## config.mk

```make
export PLATFORM = sky130hd
export DESIGN_NAME = imm_ext_pipe
export DESIGN_NICKNAME = d
export VERILOG_FILES = /design/src/rtl/imm_ext_pkg.sv /design/src/rtl/imm_ext_core.sv /design/src/rtl/imm_ext_pipe.sv
export SDC_FILE = /design/constraint.sdc
export NUM_CORES = 1
export LEC_CHECK = 0
export CORE_MARGIN = 2
export CORE_UTILIZATION = 51
export CTS_CLUSTER_DIAMETER = 150
export CTS_CLUSTER_SIZE = 40
export DETAILED_ROUTE_END_ITERATION = 8
export HOLD_SLACK_MARGIN = 0.1
export PLACE_DENSITY = 0.82
export SETUP_SLACK_MARGIN = 0.02
export SYNTH_ARGS = -nofsm -noshare
export SYNTH_HDL_FRONTEND = slang
export SYNTH_SLANG_ARGS = --single-unit
```

## constraint.sdc

```tcl
create_clock -name clk -period 3.1 [get_ports clk]
set_clock_uncertainty 0.2 [all_clocks]
set_input_delay 0.31 -clock clk [delete_from_list [all_inputs] [get_ports clk]]
set_output_delay 0.31 -clock clk [all_outputs]
set_load 0.05 [all_outputs]
```

## src/rtl/imm_ext_pkg.sv

```systemverilog
// Shared types for the RISC-V immediate extender: format selects and the stored result entry.
package imm_ext_pkg;

  localparam int XLEN_MAX  = 64;
  localparam int TAG_W_MAX = 16;

  typedef enum logic [2:0] {
    IMM_I     = 3'b000,
    IMM_S     = 3'b001,
    IMM_B     = 3'b010,
    IMM_J     = 3'b011,
    IMM_U     = 3'b100,
    IMM_IU    = 3'b101,
    IMM_SHAMT = 3'b110,
    IMM_ZIMM  = 3'b111
  } imm_src_e;

  // Widest configuration of a stored result; the pipe narrows it to its own XLEN/TAG_W.
  typedef struct packed {
    logic [XLEN_MAX-1:0]  imm;
    logic [TAG_W_MAX-1:0] tag;
    logic                 illegal;
  } imm_entry_t;

endpackage

```

## src/rtl/imm_ext_core.sv

```systemverilog
// Purely combinational immediate decode: instruction word and format select to an XLEN immediate.
module imm_ext_core
  import imm_ext_pkg::*;
#(
  parameter int XLEN = 32
) (
  input  logic [31:7]     instr,
  input  imm_src_e        imm_src,
  output logic [XLEN-1:0] imm,
  output logic            illegal
);

  // Size casts of $signed operands sign-extend; casts of plain slices zero-extend.
  always_comb begin
    imm     = '0;
    illegal = 1'b0;
    unique case (imm_src)
      IMM_I:  imm = XLEN'($signed(instr[31:20]));
      IMM_S:  imm = XLEN'($signed({instr[31:25], instr[11:7]}));
      IMM_B:  imm = XLEN'($signed({instr[31], instr[7], instr[30:25], instr[11:8], 1'b0}));
      IMM_J:  imm = XLEN'($signed({instr[31], instr[19:12], instr[20], instr[30:21], 1'b0}));
      IMM_U:  imm = XLEN'($signed({instr[31:12], 12'b0}));
      IMM_IU: imm = XLEN'(instr[31:20]);
      IMM_SHAMT: begin
        if (XLEN == 64) begin
          imm = XLEN'(instr[25:20]);
        end else if (instr[25]) begin
          illegal = 1'b1;
        end else begin
          imm = XLEN'(instr[24:20]);
        end
      end
      IMM_ZIMM: imm = XLEN'(instr[19:15]);
      default:  imm = '0;
    endcase
  end

endmodule

```

## src/rtl/imm_ext_pipe.sv

```systemverilog
// Decode-stage immediate extender with valid/ready on both sides and an optional 2-entry skid buffer.
module imm_ext_pipe
  import imm_ext_pkg::*;
#(
  parameter int XLEN  = 32,
  parameter int TAG_W = 5,
  parameter int SKID  = 1
) (
  input  logic             clk,
  input  logic             rst,
  input  logic             in_valid,
  output logic             in_ready,
  input  logic [31:0]      in_instr,
  input  logic [2:0]       in_imm_src,
  input  logic [TAG_W-1:0] in_tag,
  output logic             out_valid,
  input  logic             out_ready,
  output logic [XLEN-1:0]  out_imm,
  output logic [TAG_W-1:0] out_tag,
  output logic             out_illegal
);

  typedef struct packed {
    logic [XLEN-1:0]  imm;
    logic [TAG_W-1:0] tag;
    logic             illegal;
  } entry_t;

  entry_t          new_entry;
  entry_t          head;
  logic [XLEN-1:0] dec_imm;
  logic            dec_illegal;
  logic            push;
  logic            pop;
  logic            unused_opcode;

  assign unused_opcode = ^in_instr[6:0];

  imm_ext_core #(.XLEN(XLEN)) u_core (
    .instr   (in_instr[31:7]),
    .imm_src (imm_src_e'(in_imm_src)),
    .imm     (dec_imm),
    .illegal (dec_illegal)
  );

  // The immediate is resolved at enqueue so storage only ever holds finished results.
  assign new_entry = '{imm: dec_imm, tag: in_tag, illegal: dec_illegal};
  assign push      = in_valid && in_ready;
  assign pop       = out_valid && out_ready;

  generate
    if (SKID != 0) begin : g_skid
      entry_t [1:0] mem;
      logic         rd_ptr;
      logic         wr_ptr;
      logic [1:0]   count;

      // in_ready depends only on the registered count, isolating the producer from out_ready.
      assign in_ready  = !rst && (count != 2'd2);
      assign out_valid = (count != 2'd0);
      assign head      = mem[rd_ptr];

      always_ff @(posedge clk or posedge rst) begin
        if (rst) begin
          mem    <= '0;
          rd_ptr <= 1'b0;
          wr_ptr <= 1'b0;
          count  <= 2'd0;
        end else begin
          if (push) begin
            mem[wr_ptr] <= new_entry;
            wr_ptr      <= ~wr_ptr;
          end
          if (pop) begin
            rd_ptr <= ~rd_ptr;
          end
          count <= count + {1'b0, push} - {1'b0, pop};
        end
      end
    end else begin : g_single
      entry_t q;
      logic   v;

      // A pop frees the register in the same edge, so out_ready feeds in_ready directly.
      assign in_ready  = !rst && (!v || out_ready);
      assign out_valid = v;
      assign head      = q;

      always_ff @(posedge clk or posedge rst) begin
        if (rst) begin
          q <= '0;
          v <= 1'b0;
        end else if (push) begin
          q <= new_entry;
          v <= 1'b1;
        end else if (pop) begin
          v <= 1'b0;
        end
      end
    end
  endgenerate

  assign out_imm     = head.imm;
  assign out_tag     = head.tag;
  assign out_illegal = head.illegal;

endmodule

```

Word-level counts from Yosys, hierarchy flattened
Cells that the tools add are included.
{"block": "op_classes", "eq_ne": 8, "reduce_logical": 7, "n_mux": 9, "order_cmp": 3, "bitwise": 2, "add_sub_neg": 2}
{"cell": "case mux 32 bit (8 select lines)", "n": 1}
{"cell": "2-to-1 mux 38 bit", "n": 3}
{"cell": "bitwise mux 76 bit", "n": 1}
{"cell": "demux 38 bit (select 1 bit)", "n": 1}
{"cell": "equality test 3 bit, second input constant", "n": 4}
{"cell": "equality test 3 x 2 -> 1 bit, second input constant", "n": 2}
{"cell": "2-to-1 mux 5 bit", "n": 1}
{"cell": "logical AND 1 bit", "n": 4}
{"cell": "< comparator 1 x 2 -> 1 bit, second input constant", "n": 2}
{"cell": "equality test 3 x 1 -> 1 bit, second input constant", "n": 1}
{"cell": "logical NOT 3 bit", "n": 1}
{"cell": "adder 2 x 1 -> 2 bit", "n": 1}
{"cell": "2-to-1 mux 1 bit", "n": 2}
{"cell": "inequality test 2 bit, second input constant", "n": 1}
{"cell": "NOT 1 bit", "n": 2}
{"cell": "nonzero test 2 bit", "n": 1}
{"cell": "subtractor 2 x 1 -> 2 bit", "n": 1}
{"cell": "greater-or-equal comparator 1 bit, second input constant", "n": 1}
{"cell": "logical NOT 1 bit", "n": 1}
{"block": "word_totals", "output_inout_bits": 40, "word_cells": 40, "ff_bits": 80, "input_bits": 44}

Longest topological paths before layout
Gate-level depths: netlist (run 1).
{"block": "depth", "ltp_word": 5, "mapped_depth": 7, "ltp_nobuf": 7}

By module
A second synthesis (run 1) with hierarchy kept.
{"block": "hier_totals", "cells_unflattened": 315, "hier_area_um2": 4096.4}
{"module": "imm_ext_pipe", "cells_per_inst": 224, "n_inst": 1, "area_each_um2": 3520.9}
{"module": "imm_ext_core", "cells_per_inst": 91, "n_inst": 1, "area_each_um2": 575.6}

Least setup slack after synthesis (run 1)
No wires, ideal clock.
{"block": "synth_path", "path_type": "input -> register", "startpoint": "input port rst", "endpoint": "register g_skid.mem[49] in the netlist's numbering", "t_required_ns": 2.766, "slack_ns": -0.093, "path_stages": 5, "t_arrival_ns": 2.859, "path_cell_list": "inv_1 nand4b_1 clkbuf_1 nand2_1 o21ai_0"}
{"block": "synth_via", "elab_chain_cells": 3}
{"item": "start, declared", "line": "imm_ext_pipe.sv:10", "source": "input logic rst,"}
{"item": "logical NOT 1 bit (no line)"}
{"item": "logical AND 1 bit", "line": "imm_ext_pipe.sv:59", "source": "assign in_ready = !rst && (count != 2'd2);"}
{"item": "logical AND 1 bit", "line": "imm_ext_pipe.sv:48", "source": "assign push = in_valid && in_ready;"}
{"item": "end signal, assigned by index", "line": "imm_ext_pipe.sv:71", "source": "mem[wr_ptr] <= new_entry;"}
{"item": "end, declared", "line": "imm_ext_pipe.sv:53", "source": "entry_t [1:0] mem;"}
Every way passes these cells.
A chain may end at the register's enable or synchronous reset.

Worst setup path after layout (run 1)
{"block": "layout_path", "startpoint": "register g_skid.rd_ptr", "endpoint": "output port out_imm[20]"}
{"block": "layout_via", "elab_chain_cells": 2}
{"item": "start, declared", "line": "imm_ext_pipe.sv:54", "source": "logic rd_ptr;"}
{"item": "start signal, assigned", "line": "imm_ext_pipe.sv:75", "source": "rd_ptr <= ~rd_ptr;"}
{"item": "2-to-1 mux 38 bit (not written as such) (2 in a row)", "line": "imm_ext_pipe.sv:61", "source": "assign head = mem[rd_ptr];"}
{"item": "end, declared", "line": "imm_ext_pipe.sv:18", "source": "output logic [XLEN-1:0] out_imm,"}
Every way passes these cells. The select of a mux whose other input is x is not followed.

==> metrics.txt, run 1 <==
critical path fanouts, max=39; Synth Instances=399; number of H-tree levels=3; gr ovfl total=0; Post-synth top flop=dfrtp_1; CP startpoint kind=flop; Worst path max stage delay=710 ps; pre-CTS worst setup slack=590 ps; min-delay worst type=flop to flop; post-synth top area share=0.500; Lkg Pwr=2.20 nW; most common cell in the netlist=nand2_1; Gate power share=0.572; Fmax=382 MHz; fraction of registers with async set/reset=1.00; ranking of synthesized cells by area=dfrtp_1 50%, mux2_2 11%, nand2_1 8.8%; Setup crit end kind=primary output; Initial Utilization=0.524; CTS buffer count=9; Synthesis Warnings=0; library cells used by synthesis=38; synthesized net count=445; Hold Path Sink=g_skid.mem[25]; CORE AREA=0.00765 sq mm; first-pass GRT wire length=between 15 and 20 mm; max cap viols=0; Syn Area/Cell=10.0 sq um; CTS tree=done; Switch Pwr=between 2 and 3 mW; row count=32; drt wl/cell=16.0 um; RSZ-0062 raised after global routing=no; initial antenna violation count=0; RR Endpoint=g_skid.mem[28]; Hold Crit Depth=2; Iter 0 DRT Violations=111; Post-Syn Area=~0.0040 sq mm; TritonCTS sink count=80; register area share after synthesis=0.500; family with the most delay on the worst path=buffers and inverters; number of synthesized flops with an enable pin=0; Die Area=0.00858 sq mm; Setup WS post-layout=485 ps; DR DRC count=0; R2R Path Start=g_skid.count[1]; max_slew headroom=0.471; drt total wl=9.20 mm; largest net degree at the start of global routing=62; clk buf depth=2; internal power=3.00 mW; share of power burned in registers=0.309; Critical Path AT=2110 ps; final hold violation count=0; post-route ant nets=0; fin crit period=about 2600 ps; Die Ht=92.6 um; worst-margin pin slew=794 ps; r2r setup slk=940 ps; Global Route Usage Sum=0.227; setup bufs post-CTS=0; worst path bufs/invs=2; CTS resizes=0; Worst Reg2Reg Path Length in Cells=5; Clock Power Share=0.119; Seq cells post-synth=80; ant diodes=0; fin crit share=0.844; Fin Hold WS=276 ps; dpl hpwl=6.31 mm; outcome=completed; fin util=0.653; PwrDens=about 1100 mW/mm^2; top post-synthesis cells by count=94 x nand2_1, 80 x dfrtp_1, 40 x mux2_2; area delta synth->final=24.7%; # IOs=between 80 and 90; input/output buffers=76; Final TNS setup=0 ps; Req. time, crit path=between 2000 and 3000 ps; CTS Hold Bufs=0; Clock Pin Slew Worst Setup and Hold Paths=80 ps; fin. max-slew vios=0; TritonRoute pass-1 iters=4; CP startpoint=g_skid.rd_ptr; Setup CP Type=flop to primary output; CTS root buffer=clkbuf_8; post-synth top area cell=dfrtp_1; Crit-path slowest cell=clkdlybuf4s50_1; sw frac=0.462; NumNets Final=a little over 500; vias in the first global route=3,238; ratio of cells with drive above 1 in the final layout=0.214; total stage count of the critical path=3; routed via count=about 3,200; Via-to-Cell Ratio=around 5.6; Hold Startpoint=g_skid.mem[25]; VDD IR-drop max=a little over 0.0006 V; worst skew pair latency=350 ps; crit path cell chain=buf_12, mux2_2, clkdlybuf4s50_1; chip width=92.6 um; GPL Wtd Cong=about 0.90; Final Setup Violations=0
[worst reg2reg max path, delay by kind of cell, from the launching register on]
family / cells / cell delay, ps
buffers and inverters: 1 / 380
DFF: 1 / 410
AOI/OAI and AO/OA: 1 / 60
and+or+nand+nor: 3 / 970
[stage by stage]
| stage | area (sq um) | cells | power (mW) |
|---|---|---|---|
| 2_1_floorplan | 4010 | 399 | 4.02 |
| 3_3_place_gp | 4840 | 560 | 4.86 |
| 3_5_place_dp | 4840 | 560 | 4.95 |
| 4_1_cts | 5000 | 574 | 5.62 |
| 5_1_grt | 5000 | 574 | 5.90 |
| 6_report | 5000 | 574 | 5.58 |
[layer usage]
| layer | routed length (um) | up-vias | global-route usage |
|---|---|---|---|
| li1 | - | 1524 | - |
| met1 | 4140 | 1569 | 0.318 |
| met2 | 4470 | 93 | 0.361 |
| met3 | 491 | 8 | 0.0407 |
| met4 | 95 | 0 | 0.0760 |
| met5 | 0 | - | 0 |
[power groups by stage]
stage / Combinational, mW / Sequential [mW] / Clock, mW
after global placement: 3.15 / 1.71 / 0
after floorplan: 2.34 / 1.68 / 0
final: 3.20 / 1.72 / 0.664
after CTS: 3.22 / 1.73 / 0.680
after global routing: 3.39 / 1.78 / 0.727
after detailed placement: 3.20 / 1.75 / 0
[cells by family after synthesis]
| family | Yosys count | synth area share |
|---|---|---|
| simple gates | 124 | 0.136 |
| compound gates | 110 | 0.181 |
| flops | 80 | 0.500 |
| mux | 41 | 0.115 |
| buf+inv | 37 | 0.0512 |
| xor+xnor | 5 | 0.0109 |
| fa+ha+maj | 2 | 0.00625 |
[flip-flops by register name (all words and copies together) (netlist names)]
signal / cells
g_skid.rd_ptr: 1
g_skid.wr_ptr: 1
g_skid.mem: 76
g_skid.count: 2
[worst max-delay path by stage]
stage	endpoint	slack, ps
detailed placement	g_skid.mem[45]	590
CTS	out_imm[20]	480
floorplan	g_skid.mem[45]	350
finish	out_imm[20]	480
global placement	g_skid.mem[45]	630
global route	out_imm[11]	420
[cells in the final DEF (no fill, tap or decap), types with 3 or more instances in the layout]
master           Yosys  final
a21oi_1             27     27
dfrtp_1             80     80
nor2_1              11     11
mux2_2              40     40
clkdlybuf4s50_1      0     76
and2_1               3      3
nor2b_1              4      4
o22a_1               8      8
buf_4                3     14
xor2_1               3      3
inv_1                5      4
o21ai_2             27     27
a31oi_1             10     10
a222oi_1             4      4
clkbuf_8             0     10
nand2_1             94     94
o21ai_0             30     30
clkinv_2             0      3
[final cells by class]
| type | instances | area, sq um |
|---|---|---|
| clock inverter | 4 | 22.5 |
| inverter | 5 | 22.5 |
| tap | 102 | 128 |
| multi-input combinational | 282 | 1800 |
| fill | 619 | 2650 |
| clock buffer | 10 | 138 |
| timing repair buffer | 91 | 886 |
| sequential | 80 | 2000 |
Note: power is estimated with default switching activity, not from simulation.
==> run 2, diff against run 1 <==
Clock period 3.1 ns to 2.41 ns, I/O delays scaled along.
==> metrics.txt, run 2 (synthesis results as in run 1) <==
first-pass GRT wire length=15.1 mm (-2.1%); RSZ-0062 raised after global routing=no; Largest Register=g_skid.mem; Initial Utilization=0.524 (unchanged); Worst Reg2Reg Path Length in Cells=5 (unchanged); fin crit share=0.919; final hold violation count=0 (unchanged); Lkg Pwr=2.31 nW (+5.1%); max_slew headroom=0.561 (+0.0907); R2R Path Start=g_skid.count[1]; Final Setup Violations=0 (unchanged); number of H-tree levels=3 (unchanged); Die Ht=92.6 um (unchanged); clk buf depth=2 (unchanged); CP startpoint kind=flop; max cap viols=0 (unchanged); initial antenna violation count=0 (unchanged); Hold Path Sink=g_skid.mem[2]; fin. max-slew vios=0 (unchanged); multi-input gate area in the final layout=0.00181 sq mm (+0.42%); dpl hpwl=6.25 mm (-0.93%); Setup crit end kind=primary output; fin crit period=approximately 2200 ps; CTS resizes=0 (unchanged); post-route ant nets=0 (unchanged); drt total wl=9.15 mm (-0.53%); CTS root buffer=clkbuf_8; Seq. cell area=0.00200 sq mm (unchanged); Fin Hold WS=246 ps (-30.4 ps); Hold Startpoint=in_tag[1]; CTS buffer count=9 (unchanged); gr ovfl total=0 (unchanged); most common cell after layout, fill and taps aside=nand2_1; DR DRC count=0 (unchanged); Setup CP Type=flop to primary output; critical path fanouts, max=3 (-92%); ratio of cells with drive above 1 in the final layout=0.318 (+0.104); min-delay worst type=input pin to flop; Via-to-Cell Ratio=5.44 (-2.2%); VDD IR-drop max=0.000748 V (+20%); PwrDens=1420 mW/mm^2 (+27%); worst-margin pin slew=658 ps (-136 ps); # placed instances=570 (+1.8%); Fmax=451 MHz; # IOs=84 (unchanged); Clock Pin Slew Worst Setup and Hold Paths=80 ps (about the same); setup bufs post-CTS=0 (unchanged); Iter 0 DRT Violations=189 (+70%); Critical Path AT=1770 ps (-340 ps); fillers=628 (+1.5%); TritonCTS sink count=80 (unchanged); Hold Crit Depth=3 (+1); most frequent cells in the layout=94 x nand2_1, 80 x dfrtp_1, 62 x buf_4; top flop regs=g_skid.mem (76), g_skid.count (2); GPL Wtd Cong=0.922 (+2.7%); NumNets Final=525 (+1.9%); max reg flops=76 (unchanged); chip width=92.6 um (unchanged); outcome=completed; ant diodes=0 (unchanged); Global Route Usage Sum=0.225 (-0.00263); routed via count=3,188 (-0.19%); area delta synth->final=25.0%; largest net degree at the start of global routing=62 (unchanged); Die Area=0.00858 sq mm (unchanged); TritonRoute pass-1 iters=5 (+1); Req. time, crit path=1970 ps (-620 ps); CORE AREA=0.00765 sq mm (unchanged); row count=32 (unchanged); drt wl/cell=15.6 um (-2.6%); Non-Filler Instances=586 (+2.1%); CTS Hold Bufs=0 (unchanged); r2r setup slk=420 ps (-520 ps); CTS tree=done; worst skew pair latency=350 ps (about the same); input/output buffers=76 (unchanged); vias in the first global route=3,157 (-2.5%); RR Endpoint=g_skid.mem[27]
run 2: layer usage:
metal	up-vias	part of all wire	track usage
met2	99	0.49	0.373
met3	9	0.070	0.0439
li1	1550	-	-
met4	0	0.0079	0.0662
met1	1530	0.44	0.301
met5	-	0	0
run 2: critical path, stage by stage, from the launching register on:
cell	delay (ps)
dfrtp_1	410
or2_2	310
clkdlybuf4s50_1	700
run 2: area by class of cell:
class | count | share of cell area
flip-flops and latches | 80 | 0.400
multi-input cells | 282 | 0.361
repair buffers | 101 | 0.175
clock buffers | 10 | 0.0275
well taps | 102 | 0.0255
clock inverters | 6 | 0.00700
inverters | 5 | 0.00450
run 2: how the worst max path moves through the flow:
stage,from,to,depth (start not counted)
5_1_grt,g_skid.count[1],out_valid,2
6_report,g_skid.count[1],out_valid,2
2_1_floorplan,rst,g_skid.mem[44],4
3_5_place_dp,in_imm_src[0],g_skid.mem[45],6
4_1_cts,g_skid.count[1],out_valid,2
3_3_place_gp,in_imm_src[0],g_skid.mem[45],6
run 2: stage by stage:
step,setup WS [ps],setup TNS [ps],power (mW),instance area [sq um],utilization
final,194,0,7.11,5010,0.655
after global placement,51.4,0,6.17,4830,0.632
after detailed placement,-46.6,-81.6,6.26,4830,0.632
after floorplan,-213,-6610,5.19,4030,-
after global routing,130,0,7.52,5010,0.655
after CTS,176,0,7.16,5010,0.655
run 2: power breakdown:
part / internal (mW) / switching (mW)
Sequential: 1.92 / 0.295
Combinational: 1.44 / 2.56
Clock: 0.395 / 0.500
